<file path="src/rtl/alu_seg7_display.sv">
// rtl/alu_seg7_display.sv - ALU result capture and 4-digit hex 7-segment display driver
//
// Captures the 16-bit ALU result plus carry/zero flags on a capture strobe and
// scans the held value across a common-anode 4-digit display, one digit per
// REFRESH_DIV clocks.
//
// Optional build macro: LZ_BLANK_EN (leading-zero blanking of digits 1..3).
//
// Ports:
//   clk       in   1   system clock
//   rst       in   1   asynchronous active-high reset
//   aluout    in  16   ALU result
//   cout      in   1   ALU carry-out
//   Zero      in   1   ALU zero flag
//   capture   in   1   1 = latch ALU outputs at this edge
//   captured  out  1   one-cycle pulse in the cycle after a capture
//   an        out  4   digit anodes, active-low, an[0] = rightmost
//   seg       out  7   segments gfedcba, active-low
//   dp        out  1   decimal point, active-low (lit on digit 3 when carry held)
//   led_cout  out  1   held carry flag
//   led_zero  out  1   held zero flag

module alu_seg7_display #(
  parameter int REFRESH_DIV = 100000
) (
  input  logic        clk,
  input  logic        rst,
  input  logic [15:0] aluout,
  input  logic        cout,
  input  logic        Zero,
  input  logic        capture,
  output logic        captured,
  output logic [3:0]  an,
  output logic [6:0]  seg,
  output logic        dp,
  output logic        led_cout,
  output logic        led_zero
);

  localparam int CW = $clog2(REFRESH_DIV);
  localparam logic [CW-1:0] DIV_LAST = CW'(REFRESH_DIV - 1);

  // Held ALU result and flags
  logic [15:0]   res_q,      res_d;
  logic          cout_q,     cout_d;
  logic          zero_q,     zero_d;
  logic          captured_q, captured_d;
  logic          led_cout_q, led_cout_d;
  logic          led_zero_q, led_zero_d;

  // Refresh scan state
  logic [CW-1:0] div_cnt_q,  div_cnt_d;
  logic [1:0]    digit_q,    digit_d;

  // Registered display outputs
  logic [3:0]    an_q,       an_d;
  logic [6:0]    seg_q,      seg_d;
  logic          dp_q,       dp_d;

  // Scan helpers
  logic          term_cnt;
  logic [1:0]    digit_next;
  logic [3:0]    nibble;
  logic          lz_blank;

  // Hex to active-low gfedcba.
  function automatic logic [6:0] hex_to_seg(input logic [3:0] n);
    logic [6:0] s;
    case (n)
      4'h0: s = 7'h40;
      4'h1: s = 7'h79;
      4'h2: s = 7'h24;
      4'h3: s = 7'h30;
      4'h4: s = 7'h19;
      4'h5: s = 7'h12;
      4'h6: s = 7'h02;
      4'h7: s = 7'h78;
      4'h8: s = 7'h00;
      4'h9: s = 7'h10;
      4'hA: s = 7'h08;
      4'hB: s = 7'h03;
      4'hC: s = 7'h46;
      4'hD: s = 7'h21;
      4'hE: s = 7'h06;
      default: s = 7'h0E;
    endcase
    return s;
  endfunction

  // Capture path. Flags to the LEDs come from the held copies, so they trail
  // the capture by one cycle.
  always_comb begin
    res_d      = res_q;
    cout_d     = cout_q;
    zero_d     = zero_q;
    captured_d = capture;
    led_cout_d = cout_q;
    led_zero_d = zero_q;
    if (capture) begin
      res_d  = aluout;
      cout_d = cout;
      zero_d = Zero;
    end
  end

  // The display registers are loaded with the digit being entered, and from
  // the pre-edge res_q, so a capture coinciding with the terminal count only
  // shows up from the following slot.
  always_comb begin
    term_cnt   = (div_cnt_q == DIV_LAST);
    digit_next = digit_q + 2'd1;
    nibble     = res_q[{digit_next, 2'b00} +: 4];

`ifdef LZ_BLANK_EN
    case (digit_next)
      2'd1:    lz_blank = (res_q[15:4]  == 12'd0);
      2'd2:    lz_blank = (res_q[15:8]  == 8'd0);
      2'd3:    lz_blank = (res_q[15:12] == 4'd0);
      default: lz_blank = 1'b0;
    endcase
`else
    lz_blank = 1'b0;
`endif

    div_cnt_d = term_cnt ? '0 : div_cnt_q + CW'(1);
    digit_d   = digit_q;
    an_d      = an_q;
    seg_d     = seg_q;
    dp_d      = dp_q;
    if (term_cnt) begin
      digit_d = digit_next;
      an_d    = ~(4'b0001 << digit_next);
      seg_d   = lz_blank ? 7'h7F : hex_to_seg(nibble);
      dp_d    = ~((digit_next == 2'd3) & cout_q);
    end
  end

  always_ff @(posedge clk or posedge rst) begin
    if (rst) begin
      res_q      <= 16'h0000;
      cout_q     <= 1'b0;
      zero_q     <= 1'b0;
      captured_q <= 1'b0;
      led_cout_q <= 1'b0;
      led_zero_q <= 1'b0;
      div_cnt_q  <= '0;
      digit_q    <= 2'd0;
      an_q       <= 4'b1111;
      seg_q      <= 7'h7F;
      dp_q       <= 1'b1;
    end else begin
      res_q      <= res_d;
      cout_q     <= cout_d;
      zero_q     <= zero_d;
      captured_q <= captured_d;
      led_cout_q <= led_cout_d;
      led_zero_q <= led_zero_d;
      div_cnt_q  <= div_cnt_d;
      digit_q    <= digit_d;
      an_q       <= an_d;
      seg_q      <= seg_d;
      dp_q       <= dp_d;
    end
  end

  assign captured = captured_q;
  assign an       = an_q;
  assign seg      = seg_q;
  assign dp       = dp_q;
  assign led_cout = led_cout_q;
  assign led_zero = led_zero_q;

endmodule
</file>
<file path="config.mk">
export PLATFORM = sky130hd
export DESIGN_NAME = alu_seg7_display
export DESIGN_NICKNAME = d
export VERILOG_FILES = /design/src/rtl/alu_seg7_display.sv
export SDC_FILE = /design/constraint.sdc
export NUM_CORES = 1
export LEC_CHECK = 0
export BUFFER_PORTS_ARGS = -buffer_cell sky130_fd_sc_hd__buf_2
export CAP_MARGIN = 20
export CORE_AREA = 2 2 88 90
export DETAILED_ROUTE_END_ITERATION = 10
export DIE_AREA = 0 0 90 92
export PLACE_DENSITY = 0.6
export RECOVER_POWER = 25
export SLEW_MARGIN = 20
export SYNTH_ARGS = -nofsm -noshare
export SYNTH_HDL_FRONTEND = slang
export SYNTH_SLANG_ARGS = --single-unit
</file>
<file path="constraint.sdc">
create_clock -name clk -period 3.8 [get_ports clk]
set_clock_uncertainty 0.05 [all_clocks]
set_input_delay 0.57 -clock clk [delete_from_list [all_inputs] [get_ports clk]]
set_output_delay 0.57 -clock clk [all_outputs]
set_load 0.1 [all_outputs]
</file>
After elaboration in Yosys (flattened, before gate mapping)
Memories as Yosys holds them, arrays and structs flattened. A register that Yosys moved wholly into a read port is not among the register bits. Cells that the tools add are included.

Bits in read-only memories: 112. Memories kept: 1. Register bits: 45. Input bits: 21. Word-level logic and storage cells: 21.

Eq/ne operators: 2. $add $sub $neg: 2. Shifts and indexed selects: 2. Muxes and demuxes: 1. Bitwise operators: 3.

Memories: (no name shown) (depth 16, width 7, read ports 1, clocked after memory_dff 1, wr ports 0, line 69) `case (n)`.

Operator list (number): adder 17 x 1 -> 17 bit (second input constant) (1); equality test 17 bit (second input constant) (1); two-way mux 17 bit (1); variable part select 16 x 5 -> 4 bit (1); inverter 4 bit (1); << shifter 1 x 2 -> 4 bit (first input constant) (1); adder 2 x 1 -> 2 bit (second input constant) (1); equality test 2 bit (second input constant) (1); AND 1 bit (1); inverter 1 bit (1).

Longest topological paths before layout
Depth in word-level cells: 4. Mapped depth: 9.

Worst setup path after synthesis
Ideal clock, no wire load.

Path kind: register -> register. Start point: register digit_q[0]. End point: register seg_q[6], in the netlist seg[6]. Arrival time: 2287 ps. Period minus slack after synthesis: 2417 ps. Data required time: 3669 ps. Setup time: 81 ps. Buffers on the path: 1. Path slack: 1383 ps. Stages on the path, launching flop included: 9. Path through: dfrtp_1 inv_1 ha_1 buf_6 mux4_2 ha_1 mux2_1 a221oi_2 nor2_1.

Word-level cells in the longest chain between the ends: 2.

Ends and longest elaborated chain: from (decl) (line 53) `logic [1:0] digit_q, digit_d;`; from (signal assigned) (line 159) `digit_q <= digit_d;`; adder 2 x 1 -> 2 bit (line 111) `digit_next = digit_q + 2'd1;`; net digit_next[0] (line 62) `logic [1:0] digit_next;`; variable part select 16 x 5 -> 4 bit (line 112) `nibble = res_q[{digit_next, 2'b00} +: 4];`; to (decl) (line 57) `logic [6:0] seg_q, seg_d;`.

The timed path passes the listed nets, and every way through them passes these cells. A chain may end at the register's enable or synchronous reset.

Worst setup path after layout
Start point: register digit_q[0]. End point: register seg_q[3], in the netlist seg[3].

The elaborated chain is that of the path after synthesis.

==> impl_summary.txt <==
----------------------------------------------------
[Run status]
  Result of the run ... finished, violations left
  Violated checks ... capacitance limit, slew limit

[Flow run]
  Number of max-cap violations ... 1

[Clocking]
  Clock Root Buffer ... clkbuf_8
  Worst-skew pair later-pin latency ... 310 ps
  # H-tree levels ... 2
  Max Root-Sink Buffers ... 2
  Total of hold buffers inserted after clock tree synthesis ... 0
  Sinks on Clock Net ... 52
  Resize count post-CTS ... 0
  Setup bufs post-CTS ... 0
  TritonCTS clock tree ... done
  Clock slew at reported path FFs ... 100 ps
  Number of clock buffers inserted by TritonCTS ... 5

[Global route]
  Overflow after GRT ... 0
  Maximum number of pins on one net before global-route repair ... 53
  Via count of the first global-routing pass ... 1678
  First-pass GRT wire length ... 8290 µm
  GRT Total Usage ... 0.124
  Initial antenna violation count ... 0

[Layout]
  Area growth, synth to finish ... 15.0%
  N_diodes ... 0
  Area of combinational cells with multiple inputs ... 0.00111 mm²
  Filler cells ... 747
  Layout net count ... 272
  Share of the core filled with cells ... 0.387
  Footprint of the flip-flops and latches ... 0.00132 mm²
  Share of layout cells above drive strength 1 ... 0.353
  Final standard cell count with taps included and fillers excluded ... 343
  Final cell area excluding filler cells ... 0.00288 mm²

[Placed design]
  Placed Cells ... 335
  Hpwl dp ... 3520 µm
  GP Congestion ... 0.760
  Number of buffer cells added on primary ports ... 35
  Worst slack, placed ... 1080 ps
  Placed cell area ... 0.00276 mm²

[Synthesis]
  Syn avg cell area ... 12.2 µm²
  Synth top area cells ... dfrtp_1 40%, dfstp_2 13%, mux2_2 9.0%
  Post-synthesis instance area ... 0.00250 mm²
  Top flip-flop cell by instance count after synthesis ... dfrtp_1
  Synthesis warning total ... 0
  Most numerous cell in the Yosys netlist ... dfrtp_1
  Post-Synthesis Net Count ... 237
  Cells after Synth ... 205
  Leading area contributor after synthesis ... dfrtp_1
  Area share of the largest cell type after synthesis ... 0.400
  Sequential share of the synthesized area ... 0.526
  Seq cells post-synth ... 52
  Asr flop ratio synth ... 1.00
  Distinct cells, synth ... 46
  Top cell types by occurrence after synthesis ... 40 x dfrtp_1, 20 x mux2_2, 18 x nor2_1
  Number of synthesized flops with an enable pin ... 0

[Floorplan]
  Die outline area ... 0.00828 mm²
  Vert. Die Dim ... 92 µm
  Initial Util ... 0.336
  I/O pin cnt ... 36
  Die X ... 90 µm
  Site Rows ... 32
  Core region area ... 0.00745 mm²

[Timing]
  Final critical-path setup slack ... 1070 ps
  Shortest clock period the worst path allows after layout ... 2730 ps
  Final count of negative-setup-slack endpoints ... 0
  Slew Viols, Final ... 53
  Post-route fraction of the period consumed by the critical path ... 0.718
  Achievable frequency ... 367 MHz
  Tightest Pin Transition ... 2230 ps
  Setup repair after global routing missed its margin ... false
  Final hold violation count ... 0
  Setup TNS Final ... 0 ps
  Max transition margin ... -0.491

[Pwr]
  Maximum ir drop on the vdd rail ... 0.183 mV
  Power density over cell area ... 380 mW/mm²
  Total leakage power ... 1.25 nW

[Worst setup path]
  Flop-to-flop setup slack ... 1070 ps
  Critical Path Source Type ... flip-flop
  Cell breakdown of the critical path ... inv_1, ha_1, mux4_2, inv_1, ha_1, mux2i_1, nor4_1, a311o_1
  Launching element of the worst setup path ... digit_q[0]$_DFFE_PP0N_
  Required time of the critical path ... 4000 ps
  Number of cell instances on the worst register-to-register path ... 8
  Buf/Inv on CP ... 2
  R2R Path Start ... digit_q[0]$_DFFE_PP0N_
  Data arrival time of the critical path ... 2930 ps
  Cell type of the slowest stage on the worst timing path ... mux4_2
  CP endpoint ... seg[3]$_DFFE_PP1N_
  CP max FO ... 7
  Worst setup EP type ... flip-flop
  Reg-to-reg endpoint ... seg[3]$_DFFE_PP1N_
  Dominant delay contributor by cell family on the critical path ... adder cells
  Worst Path Class, Setup ... flip-flop to flip-flop
  Total number of cells along the worst setup path ... 8
  Stage delay of the slowest cell on the critical path ... 610 ps

[Drt]
  Number of routed nets with antenna violations ... 0
  Number of detailed-route iterations in the first pass ... 4
  Routed WL ... 4820 µm
  Total DRC errors in the routed layout ... 0
  Via count of the routed design ... 1657
  Average via count per standard cell ... 4.83
  Routed len/inst ... 14.1 µm
  Starting DRT DRC Count ... 72

[Min path]
  Hold WC Path Type ... flip-flop to flip-flop

----------------------------------------------------
worst reg2reg max path, stage by stage (launching register included):
cell	delay, ps
dfrtp_1	500
inv_1	130
ha_1	480
mux4_2	620
inv_1	170
ha_1	260
mux2i_1	100
nor4_1	210
a311o_1	160
power breakdown:
part,switching [mW],total (mW),internal (mW)
registers,0.0113,0.587,0.576
logic,0.0700,0.118,0.0481
clock network,0.192,0.390,0.199
total,0.273,1.10,0.822
placed cells by master, fill, tap and decap left out, types with 2 or more instances in the layout:
master,netlist,layout
clkbuf_8,0,5
o21ai_0,6,6
nor2_1,18,18
mux4_2,4,4
buf_2,3,34
and2_1,2,2
mux2_2,20,20
nand2_1,15,15
nor4_1,2,2
inv_1,7,6
nand3_1,6,6
ha_1,11,11
nor3_1,3,3
xnor2_1,7,7
a21oi_1,5,5
dfstp_2,12,12
xor2_1,7,7
o2bb2ai_1,2,2
dfrtp_1,40,40
and4_1,4,4
mux2i_1,2,2
final cells by class:
cell class,instances,area share
flip-flops and latches,52,0.457
multi-input cells,138,0.386
repair buffers,36,0.0630
well taps,102,0.0443
clock buffers,5,0.0239
clock inverters,3,0.0161
inverters,7,0.00956
logic make-up after synthesis:
group                      after synthesis  synth area share
muxes                                   28             0.145
buffers and inverters                   15            0.0300
and+or+nand+nor                         62             0.132
DFF                                     52             0.526
AOI/OAI and AO/OA                       23            0.0635
adders and majority gates               11            0.0550
xor gates and xnor gates                14            0.0490
state kept, by name, indices dropped and copies added, names as in the netlist:
name / count
digit_q: 2
led_cout: 1
cout_q: 1
led_zero: 1
captured: 1
seg: 7
dp: 1
res_q: 16
led_zero_d: 1
an: 4
div_cnt_q: 17
stage by stage:
stage	hold slack, ps	power [mW]
floorplan	300	0.688
global placement	309	0.716
CTS	340	1.11
detailed placement	321	0.718
global route	357	1.15
finish	335	1.10
worst min path at each step:
| stage | cells past startpoint | end | startpoint | slack [ps] |
|---|---|---|---|---|
| 6_report | 0 | led_zero$_DFF_PP0_ | led_zero_d$_DFFE_PP0P_ | 340 |
| 2_1_floorplan | 0 | led_zero$_DFF_PP0_ | led_zero_d$_DFFE_PP0P_ | 300 |
| 3_5_place_dp | 0 | led_zero$_DFF_PP0_ | led_zero_d$_DFFE_PP0P_ | 320 |
| 4_1_cts | 0 | led_zero$_DFF_PP0_ | led_zero_d$_DFFE_PP0P_ | 340 |
| 3_3_place_gp | 0 | led_zero$_DFF_PP0_ | led_zero_d$_DFFE_PP0P_ | 310 |
| 5_1_grt | 0 | led_zero$_DFF_PP0_ | led_zero_d$_DFFE_PP0P_ | 360 |
routing by layer:
metal	wire length [µm]	share of wire	vias up	global-route usage
li1	-	-	790	-
met1	2190	0.45	824	0.160
met2	2320	0.48	38	0.203
met3	255	0.053	5	0.0345
met4	55	0.011	0	0.0423
met5	0	0	-	0
(Power assumes the default switching activity.)
